### src/rtl/pl_irq_event_coalescer_if.sv
// Signal bundle for pl_irq_event_coalescer: raw events, acks and configuration in;
// coalesced level interrupts, batch counts and overflow flags out.
interface pl_irq_event_coalescer_if #(
  parameter int NUM_SRC = 4,
  parameter int CNT_W   = 8,
  parameter int TMO_W   = 16
);
  logic [NUM_SRC-1:0]       evt_in;
  logic [CNT_W-1:0]         thresh;
  logic [TMO_W-1:0]         timeout;
  logic [NUM_SRC-1:0]       ack;
  logic [NUM_SRC-1:0]       intr_out;
  logic [NUM_SRC*CNT_W-1:0] batch_cnt;
  logic [NUM_SRC-1:0]       ovf;

  // master: event sources plus the interrupt peripheral; slave: the coalescer
  modport master (
    output evt_in, thresh, timeout, ack,
    input  intr_out, batch_cnt, ovf
  );

  modport slave (
    input  evt_in, thresh, timeout, ack,
    output intr_out, batch_cnt, ovf
  );
endinterface

### src/rtl/pl_irq_event_coalescer.sv
// Per-source event coalescer: sync + edge detect, then IDLE/COLLECT/FIRE with carry and overflow.
// Timeout firing is built only when PL_IRQ_COAL_TIMEOUT_EN is defined; otherwise threshold only.
module pl_irq_event_coalescer #(
  parameter int NUM_SRC     = 4,
  parameter int SYNC_STAGES = 2,
  parameter int CNT_W       = 8,
  parameter int TMO_W       = 16
) (
  input  logic ACLK,
  input  logic ARESET,
  pl_irq_event_coalescer_if.slave bus
);

  typedef enum logic [1:0] {
    ST_IDLE    = 2'd0,
    ST_COLLECT = 2'd1,
    ST_FIRE    = 2'd2
  } state_t;

  localparam logic [CNT_W-1:0] CNT_ONE = CNT_W'(1);
  localparam logic [CNT_W-1:0] CNT_MAX = {CNT_W{1'b1}};
`ifdef PL_IRQ_COAL_TIMEOUT_EN
  localparam logic [TMO_W-1:0] TMO_ONE = TMO_W'(1);
  localparam logic [TMO_W-1:0] TMO_MAX = {TMO_W{1'b1}};
`endif

  logic [CNT_W-1:0]         eff_thresh;
  logic [NUM_SRC-1:0]       intr_vec;
  logic [NUM_SRC-1:0]       ovf_vec;
  logic [NUM_SRC*CNT_W-1:0] batch_vec;

  assign eff_thresh    = (bus.thresh == '0) ? CNT_ONE : bus.thresh;
  assign bus.intr_out  = intr_vec;
  assign bus.ovf       = ovf_vec;
  assign bus.batch_cnt = batch_vec;

  genvar gi;
  generate
    for (gi = 0; gi < NUM_SRC; gi++) begin : g_src
      // SYNC_STAGES must be at least 2; the chain shifts toward the MSB
      logic [SYNC_STAGES-1:0] sync_q, sync_d;
      logic                   s_dly_q, s_dly_d;
      state_t                 state_q, state_d;
      logic [CNT_W-1:0]       cnt_q, cnt_d;
      logic [CNT_W-1:0]       carry_q, carry_d;
      logic [CNT_W-1:0]       batch_q, batch_d;
      logic                   intr_q, intr_d;
      logic                   ovf_q, ovf_d;
      logic                   evt;
      logic                   ack_i;
      logic                   tmo_hit;
      logic [CNT_W-1:0]       cnt_inc;
      logic [CNT_W-1:0]       carry_inc;

      assign evt       = sync_q[SYNC_STAGES-1] & ~s_dly_q;
      assign ack_i     = bus.ack[gi];
      assign cnt_inc   = (evt && (cnt_q != CNT_MAX)) ? cnt_q + CNT_ONE : cnt_q;
      assign carry_inc = (evt && (carry_q != CNT_MAX)) ? carry_q + CNT_ONE : carry_q;

`ifdef PL_IRQ_COAL_TIMEOUT_EN
      logic [TMO_W-1:0] tmo_q, tmo_d;
      logic [TMO_W:0]   tmo_plus1;

      // one extra bit so a saturated tmo can never alias onto a small timeout
      assign tmo_plus1 = {1'b0, tmo_q} + (TMO_W+1)'(1);
      assign tmo_hit   = (bus.timeout != '0) && (tmo_plus1 == {1'b0, bus.timeout});
`else
      assign tmo_hit   = 1'b0;
`endif

      always_comb begin
        sync_d  = {sync_q[SYNC_STAGES-2:0], bus.evt_in[gi]};
        s_dly_d = sync_q[SYNC_STAGES-1];
        state_d = state_q;
        cnt_d   = cnt_q;
        carry_d = carry_q;
        batch_d = batch_q;
        ovf_d   = ovf_q;
`ifdef PL_IRQ_COAL_TIMEOUT_EN
        tmo_d   = tmo_q;
`endif
        // registered one cycle behind FIRE so every re-fire shows a low cycle
        intr_d  = (state_q == ST_FIRE) && !ack_i;

        unique case (state_q)
          ST_IDLE: begin
            if (evt) begin
              cnt_d = CNT_ONE;
`ifdef PL_IRQ_COAL_TIMEOUT_EN
              tmo_d = '0;
`endif
              if (eff_thresh <= CNT_ONE) begin
                state_d = ST_FIRE;
                batch_d = CNT_ONE;
              end else begin
                state_d = ST_COLLECT;
              end
            end
          end

          ST_COLLECT: begin
            cnt_d = cnt_inc;
            if ((cnt_inc >= eff_thresh) || tmo_hit) begin
              state_d = ST_FIRE;
              batch_d = cnt_inc;
              carry_d = '0;
            end else begin
`ifdef PL_IRQ_COAL_TIMEOUT_EN
              tmo_d = (tmo_q == TMO_MAX) ? tmo_q : tmo_q + TMO_ONE;
`endif
            end
          end

          ST_FIRE: begin
            // the event lands in carry before the ack decides where to go
            carry_d = carry_inc;
            if (evt && (carry_q == CNT_MAX)) begin
              ovf_d = 1'b1;
            end
            if (ack_i) begin
              ovf_d   = 1'b0;
              carry_d = '0;
              if (carry_inc == '0) begin
                state_d = ST_IDLE;
              end else begin
                cnt_d = carry_inc;
`ifdef PL_IRQ_COAL_TIMEOUT_EN
                tmo_d = '0;
`endif
                if (carry_inc >= eff_thresh) begin
                  state_d = ST_FIRE;
                  batch_d = carry_inc;
                end else begin
                  state_d = ST_COLLECT;
                end
              end
            end
          end

          default: state_d = ST_IDLE;
        endcase
      end

      always_ff @(posedge ACLK) begin
        if (ARESET) begin
          sync_q  <= '0;
          s_dly_q <= 1'b0;
          state_q <= ST_IDLE;
          cnt_q   <= '0;
          carry_q <= '0;
          batch_q <= '0;
          intr_q  <= 1'b0;
          ovf_q   <= 1'b0;
`ifdef PL_IRQ_COAL_TIMEOUT_EN
          tmo_q   <= '0;
`endif
        end else begin
          sync_q  <= sync_d;
          s_dly_q <= s_dly_d;
          state_q <= state_d;
          cnt_q   <= cnt_d;
          carry_q <= carry_d;
          batch_q <= batch_d;
          intr_q  <= intr_d;
          ovf_q   <= ovf_d;
`ifdef PL_IRQ_COAL_TIMEOUT_EN
          tmo_q   <= tmo_d;
`endif
        end
      end

      assign intr_vec[gi]                  = intr_q;
      assign ovf_vec[gi]                   = ovf_q;
      assign batch_vec[gi*CNT_W +: CNT_W]  = batch_q;
    end
  endgenerate

endmodule

### src/flat_wrapper.sv
// flat-port wrapper written by rule: the top's interface ports become plain ports
module pl_irq_event_coalescer_flat 
#(
  parameter int NUM_SRC     = 4,
  parameter int SYNC_STAGES = 2,
  parameter int CNT_W       = 8,
  parameter int TMO_W       = 16
)
  (ACLK, ARESET, bus_evt_in, bus_thresh, bus_timeout, bus_ack, bus_intr_out, bus_batch_cnt, bus_ovf);
  pl_irq_event_coalescer_if #(.NUM_SRC(NUM_SRC), .CNT_W(CNT_W), .TMO_W(TMO_W)) bus_i ();
  input  logic ACLK;
  input  logic ARESET;
  input wire logic [$bits(bus_i.evt_in)-1:0] bus_evt_in;
  input wire logic [$bits(bus_i.thresh)-1:0] bus_thresh;
  input wire logic [$bits(bus_i.timeout)-1:0] bus_timeout;
  input wire logic [$bits(bus_i.ack)-1:0] bus_ack;
  output wire logic [$bits(bus_i.intr_out)-1:0] bus_intr_out;
  output wire logic [$bits(bus_i.batch_cnt)-1:0] bus_batch_cnt;
  output wire logic [$bits(bus_i.ovf)-1:0] bus_ovf;
  assign bus_i.evt_in = bus_evt_in;
  assign bus_i.thresh = bus_thresh;
  assign bus_i.timeout = bus_timeout;
  assign bus_i.ack = bus_ack;
  assign bus_intr_out = bus_i.intr_out;
  assign bus_batch_cnt = bus_i.batch_cnt;
  assign bus_ovf = bus_i.ovf;
  pl_irq_event_coalescer #(.NUM_SRC(NUM_SRC), .SYNC_STAGES(SYNC_STAGES), .CNT_W(CNT_W), .TMO_W(TMO_W)) u_core (.ACLK(ACLK), .ARESET(ARESET), .bus(bus_i));
endmodule
### config.mk
export PLATFORM = sky130hd
export DESIGN_NAME = pl_irq_event_coalescer_flat
export DESIGN_NICKNAME = d
export VERILOG_FILES = /design/src/rtl/pl_irq_event_coalescer_if.sv /design/src/rtl/pl_irq_event_coalescer.sv /design/src/flat_wrapper.sv
export SDC_FILE = /design/constraint.sdc
export NUM_CORES = 1
export LEC_CHECK = 0
export CORE_ASPECT_RATIO = 0.6
export CORE_MARGIN = 2
export CORE_UTILIZATION = 48
export DETAILED_ROUTE_END_ITERATION = 10
export PLACE_DENSITY = 0.76
export SYNTH_ARGS = -nofsm -noshare
export SYNTH_HDL_FRONTEND = slang
export SYNTH_SLANG_ARGS = --single-unit
### constraint.sdc
create_clock -name ACLK -period 3.91 [get_ports ACLK]
set_input_delay 0.782 -clock ACLK [delete_from_list [all_inputs] [get_ports ACLK]]
set_output_delay 0.782 -clock ACLK [all_outputs]
set_load 0.05 [all_outputs]
Word level (Yosys, flattened, before mapping):

Cells that the tools add are included.

* add/subtract/negate cells: 8
* multiply operators: 0
* divide/modulo/power cells: 0
* magnitude comparators: 9
* equal/unequal tests: 44
* shift operators: 0
* muxes and demuxes: 95
* bitwise logic cells: 8
* reductions and logical operators: 61

Operators with widths (count)
* $mux 8: 50
* $pmux 8 s3: 8
* $add 8x1->8 const B: 8
* $ge 8x8->1: 8
* $ne 8x8->1 const B: 8
* $pmux 8 s2: 4
* $mux 2: 21
* $logic_not 8->1: 5
* $eq 8x8->1 const B: 4
* $reduce_and 7->1: 4
* $ne 2x1->1 const B: 12
* $ne 2x2->1 const B: 12
* $pmux 2 s3: 4
* $logic_and 1x1->1: 16
* $reduce_and 2->1: 8
* $reduce_and 4->1: 4
* $reduce_bool 2->1: 8
* $reduce_and 3->1: 4
* $reduce_bool 3->1: 4
* $eq 2x1->1 const B: 4
* $eq 2x2->1 const B: 4
* $le 8x1->1 const B: 1
* $logic_not 2->1: 4
* $mux 1: 8
* 3 further kinds: 12

* flip-flop bits (word level): 124
* latch bits: 0
* memory bits (writable): 0
* memory bits (read-only): 0
* output and inout bits: 40
* word-level logic and storage cells: 257
* memories: 0

Depth between registers and ports, before layout:

* word-level depth: 9
* gate-level depth with buffers: 14

Worst setup path before layout:

OpenSTA, ideal clock, no wires.

* path type: reg2reg
* from: register u_core.g_src[3].carry_q[1]
* to: register u_core.g_src[3].batch_q[0]
* library setup time: 0.121 ns
* data arrival time: 3.145 ns
* path slack: 0.643 ns
* stages on the path, launching flop included: 13
* clock period less this slack: 3.267 ns
* cell sequence: dfxtp_1 ha_1 and3b_1 nor3b_1 nand3_1 xnor2_1 ha_1 nand4_1 a2111oi_2 nor3_2 a2111o_1 buf_6 mux2_4

* cells in the longest elaborated chain, start to end: 7
* elaborated cells on any way between the ends: 13

RTL lines
* start, declared: RTL line pl_irq_event_coalescer.sv:45 `logic [CNT_W-1:0] carry_q, carry_d;`
* start signal, assigned: RTL line pl_irq_event_coalescer.sv:162 `carry_q <= carry_d;`
* branches (longest 2 deep; another with $add 8x1->8)
* $mux 8 (*): RTL line pl_irq_event_coalescer.sv:58 `assign carry_inc = (evt && (carry_q != CNT_MAX)) ? carry_q + CNT_ONE : carry_q;`
* branches (longest 4 deep; another with $ge 8x8->1)
* end signal, assigned: RTL line pl_irq_event_coalescer.sv:163 `batch_q <= batch_d;`
* end, declared: RTL line pl_irq_event_coalescer.sv:46 `logic [CNT_W-1:0] batch_q, batch_d;`

Mark *: on every way between the ends. The select of a mux whose other input is x is not followed.
A chain may end at the register's enable or synchronous reset.

Worst setup path in the final report:

* from: register u_core.g_src[0].cnt_q[0]
* to: register u_core.g_src[0].batch_q[7]

* cells in the longest elaborated chain, start to end: 6
* elaborated cells on any way between the ends: 9

RTL lines
* start, declared: RTL line pl_irq_event_coalescer.sv:44 `logic [CNT_W-1:0] cnt_q, cnt_d;`
* start signal, assigned: RTL line pl_irq_event_coalescer.sv:161 `cnt_q <= cnt_d;`
* branches (longest 2 deep; another with $add 8x1->8)
* $mux 8 (*): RTL line pl_irq_event_coalescer.sv:57 `assign cnt_inc = (evt && (cnt_q != CNT_MAX)) ? cnt_q + CNT_ONE : cnt_q;`
* $ge 8x8->1: RTL line pl_irq_event_coalescer.sv:103 `if ((cnt_inc >= eff_thresh) || tmo_hit) begin`
* $ne 2x1->1 (no line)
* $reduce_and 7->1 (no line)
* end signal, assigned: RTL line pl_irq_event_coalescer.sv:163
* end, declared: RTL line pl_irq_event_coalescer.sv:46

Marks and branches as above.

==> key figures <==
Run status
  – Outcome: finished, final reports clean

STA
  – Hold violation total from the final report: 0
  – Max-slew headroom: 47.2%
  – Actual slew at the worst max-slew pin: 790 ps
  – Fraction of the cycle the final worst path needs: 95.1%
  – Clock period minus final worst setup slack: 3720 ps
  – Final critical-path setup slack: 191 ps
  – Setup TNS Final: 0 ps
  – Achievable clock frequency: 269 MHz
  – Count of final setup violators: 0
  – Slew Limit Fails: 0
  – Clock tree skew after final layout: 11.1 ps

Drt
  – Detailed-route vias per instance: 6.12
  – Number of vias in the routed layout: 8,474
  – Detailed-router iteration count before antenna repair: 5
  – Detail Route Antenna Nets: 0
  – Average wire per cell in the routed design: 17.9 um
  – Count of routing violations after the opening detailed-route iteration: 918
  – DRC violation count after routing: 0
  – Routed wire length: 24,800 um

GRT
  – Vias in the first global route: 7,781
  – Wire length of the first global-routing pass: 40,200 um
  – Antenna violations before repair: 0
  – Final global-route overflow total: 0
  – Pin count of the biggest net entering global routing: 58
  – Total global routing track utilization: 24.5%

Clocking
  – TritonCTS clock tree: built
  – Clock network latency to the later pin of the worst-skew pair: 420 ps
  – Clock transition at path regs: 60 ps
  – Clk buf depth: 2
  – H-tree levels: 4
  – Cts bufs inserted: 17
  – Number of sinks driven by the clock tree: 124
  – Clock root buffer: sky130_fd_sc_hd__clkbuf_16

Worst setup path
  – Critical Path Fanout Max: 7
  – Worst Path Class, Setup: flop to flop
  – Worst Setup End Kind: flop
  – Flop-to-flop setup slack: 190 ps
  – Endpoint required time on the critical path: 4210 ps
  – CP Data Arrival Time: 4020 ps
  – Critical Path Source Type: flop

Job
  – Max Cap Violations: 0

Floorplanning
  – Top-level I/O count: 74
  – Row count: 38
  – Die Wd: 182 um
  – Die height: 111 um
  – Area of the core region: 18,300 um^2
  – Floorplan die area: 20,100 um^2
  – Starting Density: 49.6%

Pwr
  – Internal: 2.88 mW
  – Power share of the combinational group: 31.0%
  – Switching Fraction: 33.4%
  – Static Leakage: 4.42 nW
  – Net Switching: 1.44 mW
  – VDD IR-drop max: 0.312 mV
  – Power share of the clock group: 37.0%
  – Total power divided by cell area: 407 nW/um^2
  – Sequential cell fraction of total power: 32.0%

Cells and area
  – Number of diodes: 0
  – Layout Area Growth over Synthesis: 17.0%
  – Final #Nets: 1,245
  – Share of post-route cells with drive strength above 1: 11.6%
  – Commonest non-fill, non-tap cell in the layout: sky130_fd_sc_hd__dfxtp_1
  – Leading cell types in the layout, fill and taps excluded: sky130_fd_sc_hd__dfxtp_1 (124), sky130_fd_sc_hd__nor2_1 (94), sky130_fd_sc_hd__ha_1 (80)
  – Finished Core Util: 58.0%

Placement
  – Pre-CTS WS: 148 ps
  – Final estimated routing congestion in global placement: 0.926
  – Detailed-placement wirelength estimate: 18,300 um
  – Input/output buffers: 57

Yosys
  – Mapped Area: 9080 um^2
  – Synth Warn #: 0
  – Fraction of the yosys area taken by sequential cells: 27.3%
  – Unique cell type count in the Yosys netlist: 87
  – #FFs+latches synth: 124
  – Primary flip-flop cell chosen by synthesis mapping: sky130_fd_sc_hd__dfxtp_1
  – Async S/R FF share, synth: 0%
  – Number of flops mapped to enable cells by yosys: 0
  – Synthesized Nets: 1,183
  – Cell count after synthesis: 1,069
  – Mean instance size in the synthesized netlist: 8.49 um^2

Hold path
  – Tightest Hold Check Type: flop to flop
-- through the flow --
stage / area (um^2) / hold WS (ps) / power, mW / std cells
2_1_floorplan: 9080 / 414 / 2.37 / 1069
3_3_place_gp: 9990 / 416 / 2.67 / 1352
3_5_place_dp: 9990 / 428 / 2.70 / 1352
5_1_grt: 10600 / 448 / 4.51 / 1384
4_1_cts: 10600 / 441 / 4.31 / 1384
6_report: 10600 / 435 / 4.32 / 1384
-- synthesized netlist by cell type, types with 9 or more instances --
master	number	share of area [%]
sky130_fd_sc_hd__dfxtp_1	124	27
sky130_fd_sc_hd__nor2_1	94	3.9
sky130_fd_sc_hd__ha_1	80	11
sky130_fd_sc_hd__nand2_1	70	2.9
sky130_fd_sc_hd__mux2i_1	61	6.7
sky130_fd_sc_hd__a21oi_1	58	3.2
sky130_fd_sc_hd__nand2b_1	50	3.4
sky130_fd_sc_hd__inv_1	45	1.9
sky130_fd_sc_hd__nor2b_1	44	3.0
sky130_fd_sc_hd__nand3_1	41	2.3
sky130_fd_sc_hd__clkbuf_1	31	1.3
sky130_fd_sc_hd__o21ai_0	29	1.6
sky130_fd_sc_hd__mux2_2	20	2.5
sky130_fd_sc_hd__xnor2_1	17	1.6
sky130_fd_sc_hd__nor3_1	16	0.88
sky130_fd_sc_hd__a22oi_1	15	1.2
sky130_fd_sc_hd__nand4_1	14	0.96
sky130_fd_sc_hd__xor2_1	14	1.4
sky130_fd_sc_hd__a31oi_1	13	0.90
sky130_fd_sc_hd__a211oi_1	10	0.83
sky130_fd_sc_hd__buf_2	10	0.55
sky130_fd_sc_hd__buf_4	10	0.83
sky130_fd_sc_hd__a21o_1	9	0.74
sky130_fd_sc_hd__o211ai_1	9	0.74
-- sequential cells by signal, indices dropped and copies added, names as in the netlist --
name	count
u_core.g_src.batch_q	32
u_core.g_src.carry_q	32
u_core.g_src.cnt_q	32
u_core.g_src.intr_q	4
u_core.g_src.ovf_q	4
u_core.g_src.s_dly_q	4
u_core.g_src.state_q	8
u_core.g_src.sync_q	8
-- cells by family (layout without fill, tap and decap cells) --
kind of cell,Yosys count,count (layout),share of synthesized area (%)
flip-flops,124,124,27.3
AND/OR/NAND/NOR,408,408,24.1
XOR/XNOR,31,31,2.99
buffers and inverters,102,177,4.95
multiplexers,87,87,10.2
AO/OA/AOI/OAI,237,237,19.4
adder cells (fa/ha/maj),80,80,11.0
-- power groups by stage --
stage	sequential (mW)	clock (mW)	combinational [mW]
CTS	1.38	1.62	1.31
global route	1.40	1.67	1.44
detailed placement	1.41	0	1.29
finish	1.38	1.60	1.34
floorplan	1.43	0	0.935
global placement	1.41	0	1.27
-- worst paths after layout --
check                                 start  depth (start not counted)                    endpoint
hold / removal    u_core.g_src[1].sync_q[0]                          1   u_core.g_src[1].sync_q[1]
hold reg to reg   u_core.g_src[1].sync_q[0]                          1   u_core.g_src[1].sync_q[1]
setup / recovery   u_core.g_src[0].cnt_q[0]                         13  u_core.g_src[0].batch_q[7]
setup reg to reg   u_core.g_src[0].cnt_q[0]                         13  u_core.g_src[0].batch_q[7]
-- routing by layer --
layer,global-route usage [%],part of all wire [%]
met5,0,0
met4,6.23,0.95
met3,6.56,10
met2,33.8,40
met1,37.1,49
-- worst max-delay path, cell delays in order, from the launching register on --
cell and delay, ps:
sky130_fd_sc_hd__dfxtp_1 360, sky130_fd_sc_hd__ha_1 300, sky130_fd_sc_hd__a41oi_4 330, sky130_fd_sc_hd__nand4_1 210, sky130_fd_sc_hd__nor2_1 160, sky130_fd_sc_hd__xor2_1 360
sky130_fd_sc_hd__ha_1 220, sky130_fd_sc_hd__nand3_1 70, sky130_fd_sc_hd__and4b_1 180, sky130_fd_sc_hd__or3b_4 260, sky130_fd_sc_hd__o211ai_2 100, sky130_fd_sc_hd__a221o_2 350
sky130_fd_sc_hd__a21oi_4 340, sky130_fd_sc_hd__mux2_4 340
-- repair_timing --
action	CTS	global route
endpoints found under the setup margin	0	22
hold buffers	0	0
resized for setup	0	7
setup buffers	0	0
-- final cells by class --
type	count	area, um^2
fill	1589	7690
multi-input combinational	843	6180
sequential	124	2480
timing repair buffer	100	891
clock buffer	25	505
tap	240	300
inverter	45	169
clock inverter	7	85.1
Power figures use the tool's default switching activity.
